**src/rtl/i2s_receiver.sv**
```systemverilog
// Slave-mode I2S receiver: synchronises BCLK/LRCK/SDATA to the system clock and deserialises
// MSB-first stereo frames into one L/R pair per frame. Define I2S_RX_ERR_EN to enable short-word err.
module i2s_receiver #(
  parameter int unsigned WIDTH = 16,
  parameter int unsigned SYNC  = 2
) (
  input  logic             clock,
  input  logic             reset,
  input  logic             i2s_bc,
  input  logic             i2s_lc,
  input  logic             i2s_dt,
  output logic [WIDTH-1:0] l_data,
  output logic [WIDTH-1:0] r_data,
  output logic             valid,
  output logic             err
);

  localparam int unsigned CW = $clog2(WIDTH + 2);
  localparam logic [CW-1:0] W_C  = CW'(WIDTH);
  localparam logic [CW-1:0] W1_C = CW'(WIDTH + 1);

  typedef enum logic [1:0] {IDLE, LEFT, RIGHT} state_t;

  logic [SYNC-1:0]  bc_sync_q, bc_sync_d;
  logic [SYNC-1:0]  lc_sync_q, lc_sync_d;
  logic [SYNC-1:0]  dt_sync_q, dt_sync_d;
  logic             bc_prev_q, bc_prev_d;
  logic             rise_q, rise_d;
  logic             lc_smp_q, lc_smp_d;
  logic             dt_smp_q, dt_smp_d;
  logic             lc_prev_q, lc_prev_d;
  state_t           state_q, state_d;
  logic [CW-1:0]    bitcnt_q, bitcnt_d;
  logic [WIDTH-1:0] sr_q, sr_d;
  logic [WIDTH-1:0] l_hold_q, l_hold_d;
  logic [WIDTH-1:0] l_data_q, l_data_d;
  logic [WIDTH-1:0] r_data_q, r_data_d;
  logic             valid_q, valid_d;
  logic             err_q, err_d;
`ifdef I2S_RX_ERR_EN
  logic             l_flag_q, l_flag_d;
`endif

  logic [CW-1:0]    cnt_inc;
  logic [WIDTH-1:0] sr_shift;
  logic [WIDTH-1:0] word;
  logic             short_word;

  // Synchronisers plus a registered edge strobe; lc/dt are registered alongside so all three
  // arrive aligned with rise_q.
  always_comb begin
    bc_sync_d = {bc_sync_q[SYNC-2:0], i2s_bc};
    lc_sync_d = {lc_sync_q[SYNC-2:0], i2s_lc};
    dt_sync_d = {dt_sync_q[SYNC-2:0], i2s_dt};
    bc_prev_d = bc_sync_q[SYNC-1];
    rise_d    = bc_sync_q[SYNC-1] & ~bc_prev_q;
    lc_smp_d  = lc_sync_q[SYNC-1];
    dt_smp_d  = dt_sync_q[SYNC-1];
  end

  always_comb begin
    cnt_inc    = (bitcnt_q < W1_C) ? bitcnt_q + 1'b1 : bitcnt_q;
    sr_shift   = (bitcnt_q < W_C) ? {sr_q[WIDTH-2:0], dt_smp_q} : sr_q;
    short_word = (cnt_inc < W_C);
    word       = short_word ? (sr_shift << (W_C - cnt_inc)) : sr_shift;
  end

  always_comb begin
    lc_prev_d = lc_prev_q;
    state_d   = state_q;
    bitcnt_d  = bitcnt_q;
    sr_d      = sr_q;
    l_hold_d  = l_hold_q;
    l_data_d  = l_data_q;
    r_data_d  = r_data_q;
    valid_d   = 1'b0;
    err_d     = 1'b0;
`ifdef I2S_RX_ERR_EN
    l_flag_d  = l_flag_q;
`endif
    if (rise_q) begin
      lc_prev_d = lc_smp_q;
      sr_d      = sr_shift;
      bitcnt_d  = cnt_inc;
      // The bit taken on the rise where lc flips still belongs to the old channel.
      if (lc_smp_q != lc_prev_q) begin
        sr_d     = '0;
        bitcnt_d = '0;
        case (state_q)
          IDLE: begin
            if (!lc_smp_q) state_d = LEFT;
          end
          LEFT: begin
            if (lc_smp_q) begin
              l_hold_d = word;
              state_d  = RIGHT;
`ifdef I2S_RX_ERR_EN
              l_flag_d = short_word;
`endif
            end
          end
          RIGHT: begin
            if (!lc_smp_q) begin
              l_data_d = l_hold_q;
              r_data_d = word;
              valid_d  = 1'b1;
              state_d  = LEFT;
`ifdef I2S_RX_ERR_EN
              err_d    = l_flag_q | short_word;
              l_flag_d = 1'b0;
`endif
            end
          end
          default: state_d = IDLE;
        endcase
      end
    end
  end

  always_ff @(posedge clock) begin
    if (reset) begin
      bc_sync_q <= '0;
      lc_sync_q <= '0;
      dt_sync_q <= '0;
      bc_prev_q <= 1'b0;
      rise_q    <= 1'b0;
      lc_smp_q  <= 1'b0;
      dt_smp_q  <= 1'b0;
      lc_prev_q <= 1'b0;
      state_q   <= IDLE;
      bitcnt_q  <= '0;
      sr_q      <= '0;
      l_hold_q  <= '0;
      l_data_q  <= '0;
      r_data_q  <= '0;
      valid_q   <= 1'b0;
      err_q     <= 1'b0;
`ifdef I2S_RX_ERR_EN
      l_flag_q  <= 1'b0;
`endif
    end else begin
      bc_sync_q <= bc_sync_d;
      lc_sync_q <= lc_sync_d;
      dt_sync_q <= dt_sync_d;
      bc_prev_q <= bc_prev_d;
      rise_q    <= rise_d;
      lc_smp_q  <= lc_smp_d;
      dt_smp_q  <= dt_smp_d;
      lc_prev_q <= lc_prev_d;
      state_q   <= state_d;
      bitcnt_q  <= bitcnt_d;
      sr_q      <= sr_d;
      l_hold_q  <= l_hold_d;
      l_data_q  <= l_data_d;
      r_data_q  <= r_data_d;
      valid_q   <= valid_d;
      err_q     <= err_d;
`ifdef I2S_RX_ERR_EN
      l_flag_q  <= l_flag_d;
`endif
    end
  end

  assign l_data = l_data_q;
  assign r_data = r_data_q;
  assign valid  = valid_q;
  assign err    = err_q;

endmodule

```
**config.mk**
```make
export PLATFORM = sky130hd
export DESIGN_NAME = i2s_receiver
export DESIGN_NICKNAME = d
export VERILOG_FILES = /design/src/rtl/i2s_receiver.sv
export SDC_FILE = /design/constraint.sdc
export NUM_CORES = 1
export LEC_CHECK = 0
export CORE_MARGIN = 2
export CORE_UTILIZATION = 35
export DETAILED_ROUTE_END_ITERATION = 8
export PLACE_DENSITY = 0.55
export SETUP_SLACK_MARGIN = 0.05
export SLEW_MARGIN = 20
export SYNTH_ARGS = -nofsm -noshare
export SYNTH_HDL_FRONTEND = slang
export SYNTH_SLANG_ARGS = --single-unit
export TNS_END_PERCENT = 50
```
**constraint.sdc**
```tcl
create_clock -name clock -period 3.63 [get_ports clock]
set_input_delay 0.5445 -clock clock [delete_from_list [all_inputs] [get_ports clock]]
set_output_delay 0.5445 -clock clock [all_outputs]
set_load 0.05 [all_outputs]
```
# Word-level counts from Yosys, hierarchy flattened
# Index checks and enable logic that the tools add are counted.
# word_totals
reg_bits	83
word_cells	47
output_inout_bits	34
input_bits	5
# op_classes
bitwise_logic	6
order_cmp	3
n_addsub	2
shift	1
muxes	9
eq_ne	5
n_reduce_logical	6
# ops
cell	n
$mux 16	3
$shl 16x5->16	1
$lt 5x5->1 const B	3
$reduce_and 4->1	3
$mux 5	2
$add 5x1->5 const B	1
$not 1->1	5
$sub 5x5->5 const A	1
$mux 2	2
$ne 2x2->1 const B	2
$pmux 2 s2	1
$reduce_or 4->1	1
$eq 2x1->1 const B	1
$eq 2x2->1 const B	1
$logic_not 2->1	1
$reduce_or 2->1	1
$and 1x1->1	1
$mux 1	1
$ne 1x1->1	1

# Logic depth before layout (Yosys ltp)
# logic_depth
ltp_word	5
depth_mapped	13
depth_no_buf	12

# Worst setup path before layout
# Ideal clock, no wire load.
# synth_path
path_kind	reg-to-reg
startpoint	register bitcnt_q[0]
endpoint	register l_hold_q[4]
path_stages_with_launch	14
period_less_slack_ns	3.079
path_slack_ns	0.551
n_path_buf	1
t_required_ns	3.552
arrival_time_ns	3.001
path_cell_list	dfxtp_1 ha_1 buf_2 nor3b_2 a31o_2 nand3_1 inv_2 ha_1 or2_2 nor4_1 a22oi_1 o21ai_0 nor2_1 nor3_1
# synth_via
elab_chain_len	5
elab_cells_between_ends	9
classes_between	2 x add/sub; 3 x order compare; 1 x shift; 3 x mux
# synth_rtl
element	line	rtl
start, declared	33	logic [CW-1:0] bitcnt_q, bitcnt_d;
start signal, assigned	151	bitcnt_q <= bitcnt_d;
$add 5x1->5 / $lt 5x5->1 (equally long branches)	62	cnt_inc = (bitcnt_q < W1_C) ? bitcnt_q + 1'b1 : bitcnt_q;
$mux 5	62	
$sub 5x5->5	65	word = short_word ? (sr_shift << (W_C - cnt_inc)) : sr_shift;
$shl 16x5->16	65	
$mux 16 (*)	65	
end signal, assigned	153	l_hold_q <= l_hold_d;
end, declared	35	logic [WIDTH-1:0] l_hold_q, l_hold_d;
# Every way passes the cells marked *; elsewhere a longest branch is shown, timed or not.
# A chain may end at the register's enable or synchronous reset.

# Worst setup path after layout
# layout_path
startpoint	register bitcnt_q[1]
endpoint	register r_data_q[4] (netlist: r_data[4])
# layout_via
elab_chain_len	5
elab_cells_between_ends	9
classes_between	2 x add/sub; 3 x order compare; 1 x shift; 3 x mux
# layout_rtl
element	line	rtl
$add 5x1->5 / $lt 5x5->1 (equally long branches)	62	
$mux 5	62	
$sub 5x5->5	65	
$shl 16x5->16	65	
$mux 16 (*)	65	
end signal, assigned	155	r_data_q <= r_data_d;
end, declared	37	logic [WIDTH-1:0] r_data_q, r_data_d;
# Marked as above.

==> metrics.yaml <==
hp-class: "register to register"
fin_crit_sh_pct: 85.8
cp_slowest_cell: "or2_2"
synth_edf_count: 0
cts_buffer_depth: 2
max_stage_delay_ns: 0.34
tightestPinTransition_ns: 0.781
vias: 4081
required_ns: 3.89
cts_hold_buf: 0
final_cell_mix: "83 x dfxtp_1, 65 x nor2_1, 61 x nand2_1"
final_antenna_net_count: 0
dr_wl_met3_um: 592
antenna_found_initial: 0
grt_pass1_wl_mm: 20.2
switching_share_pct: 21.8
final-hold-violation-count: 0
post_cts_resized: 0
clkTransAtPathRegs_ns: 0.06
report.final.slew_viol_count: 0
routed_wirelength_mm: 12.5
cp_common_cell: "ha_1"
htreeDepth: 3
comb_power_share_pct: 4.0
path_class: "register to register"
cts_tree: "built"
post_cts_buffers: 0
die_w_um: 117
io_buffers: 37
num-fill-cells: 1310
wl_met1_mm: 6.05
relSlewSlack_pct: 47.2
drtPass1Iterations: 5
hpwl_mm: 9.06
rsz0062_at_grt: "no"
grt-ovfl-total: 0
ys_seq_elements: 83
clock-sinks: 83
synth_area_per_cell_um2: 8.22
synth_top_cell_area_share_pct: 37.2
rrSetupSlack_ns: 0.52
power_switching_uw: 432
synth_cell_types: 63
synthFlopType: "dfxtp_1"
antenna_cells: 0
topRoutingLayerUsed: "met4"
drive_gt1_share_pct: 10.8
die_area_um2: 13700
syn_nets: 551
async_flop_share_pct: 0
chipHeight_um: 117
synth_area_leader_cell: "dfxtp_1"
post-route-min-period_ns: 3.11
ir_worst_vdd_uv: 231
synthCells: 544
power_frac_seq_pct: 46.4
numCtsBuffers: 9
cp-start-kind: "register"
final_common_cell: "dfxtp_1"
maxCapViolations: 0
row_count: 41
intPower_uw: 1550
fin_skew_ns: 0.00673
power_frac_clock_pct: 49.6
gp_congestion: 0.893
ys_top_cells_by_area: "dfxtp_1 37%, mux2i_1 8.1%, nor2_1 5.5%"
viasPerCell: 5.46
first_iter_violations: 345
outcome: "complete, no violations"
max_freq_ghz: 0.321
yosysSeqAreaShare_pct: 37.2
yosys_warnings: 0
coreArea_um2: 12600
first_global_vias: 3801
clockRootBuffer: "clkbuf_16"
grtUsageTotal_pct: 19.3
io_pins: 39
clk_latency_ns: 0.35
power.density_nw_per_um2: 372
grt_max_degree: 35
p_leak_uw: 0.00177
critical_path_arrival_ns: 3.38
crit_path_end_kind: "register"
area_growth_pct: 19.2
finalSetupViolations: 0
route.detailed.drc: 0
nNetsFinal: 577
utilization_pct: 42.4
crit_fanout: 7
worstPathCellList: "ha_1 > nor3b_2 > a31o_2 > nand3_1 > inv_2 > ha_1 > or2_2 > nor4_2 > a22oi_1 > o21ai_0 > nor2_1 > nor3_1"
initial_utilization_pct: 35.6
wire_per_inst_um: 16.7
netlist_area_um2: 4470
fin_tns_setup_ns: 0
wl_met2_mm: 5.53
==> state kept, by name, summed over array words and instances, names as in the netlist <==
signal	flops
dt_sync_q	2
lc_sync_q	2
l_data	16
dt_smp_q	1
lc_smp_q	1
r_data	16
bc_sync_q	2
rise_q	1
state_q	2
bc_prev_q	1
bitcnt_q	5
valid	1
l_hold_q	16
sr_q	16
lc_prev_q	1
==> critical path: cells and delay by family, from the launching register on <==
| family | cells | cell delay (ns) |
|---|---|---|
| simple gates | 6 | 1.29 |
| compound gates | 3 | 0.70 |
| fa+ha+maj | 2 | 0.58 |
| flops | 1 | 0.33 |
| buf+inv | 1 | 0.14 |
==> layout make-up <==
cell class | instances | area, um2 | share of cell area (%)
clock buffers | 11 | 233 | 4.37
clock inverters | 5 | 85.1 | 1.60
inverters | 6 | 22.5 | 0.423
multi-input cells | 414 | 2610 | 48.9
flip-flops and latches | 83 | 1660 | 31.2
well taps | 172 | 215 | 4.04
repair buffers | 56 | 508 | 9.53
==> per-stage QoR <==
step                      std cells  hold WS [ns]  power (uW)  setup slack, ns  cell area (um2)
after CTS                       747         0.388        2010            0.425             5320
after global routing            747         0.403        2050            0.201             5330
after global placement          731         0.377        1020            0.556             5010
after detailed placement        731         0.378        1020            0.455             5010
after floorplan                 544         0.367         997            0.551             4470
final                           747         0.384        1980            0.515             5330
==> metal layers <==
metal | GRT usage, % | vias to the layer above
met5 | 0 | -
met4 | 7.29 | 0
met3 | 5.56 | 21
met2 | 28.9 | 115
met1 | 26.3 | 1933
li1 | - | 2012
==> worst paths after layout <==
check	endpoint	depth (start not counted)	startpoint
setup reg to reg	r_data[4]	12	bitcnt_q[1]
hold reg to reg	rise_q	1	bc_prev_q
setup / recovery	r_data[4]	12	bitcnt_q[1]
hold / removal	rise_q	1	bc_prev_q
==> power groups by stage <==
stage / sequential, uW / combinational (uW) / clock, uW
after floorplan: 937 / 60.3 / 0
after global placement: 938 / 78.2 / 0
after detailed placement: 938 / 79.1 / 0
after CTS: 918 / 79.4 / 1010
after global routing: 918 / 87.3 / 1050
final: 918 / 80.2 / 982
==> kinds of logic (layout without fill, tap and decap cells) <==
logic type | count (synthesis) | in the layout | synth area share (%)
and+or+nand+nor | 213 | 213 | 22.6
AOI/OAI and AO/OA | 143 | 143 | 21.9
DFF | 83 | 83 | 37.2
muxes | 47 | 47 | 11.2
buffers and inverters | 47 | 78 | 4.84
xor gates and xnor gates | 8 | 8 | 1.73
adders and majority gates | 2 | 2 | 0.560
other | 1 | 1 | 0.0839
==> cell usage after synthesis, types with 3 or more instances <==
master / count
mux2i_1: 36
a21oi_1: 48
clkbuf_1: 24
o211ai_1: 4
nor4b_1: 3
inv_1: 5
a31oi_1: 5
o32ai_1: 3
buf_2: 8
a32oi_1: 3
a22oi_1: 17
o21ai_0: 15
dfxtp_1: 83
o22ai_1: 12
xnor2_1: 5
a2bb2oi_1: 3
a211oi_1: 6
mux2_2: 9
nor3_1: 33
or2_2: 3
buf_1: 3
and2_1: 6
a311oi_1: 4
nor2_1: 65
nor2b_1: 12
a22o_1: 5
nand2b_1: 8
buf_4: 4
nand3_1: 6
nand2_1: 61
Power figures use the tool's default switching activity.
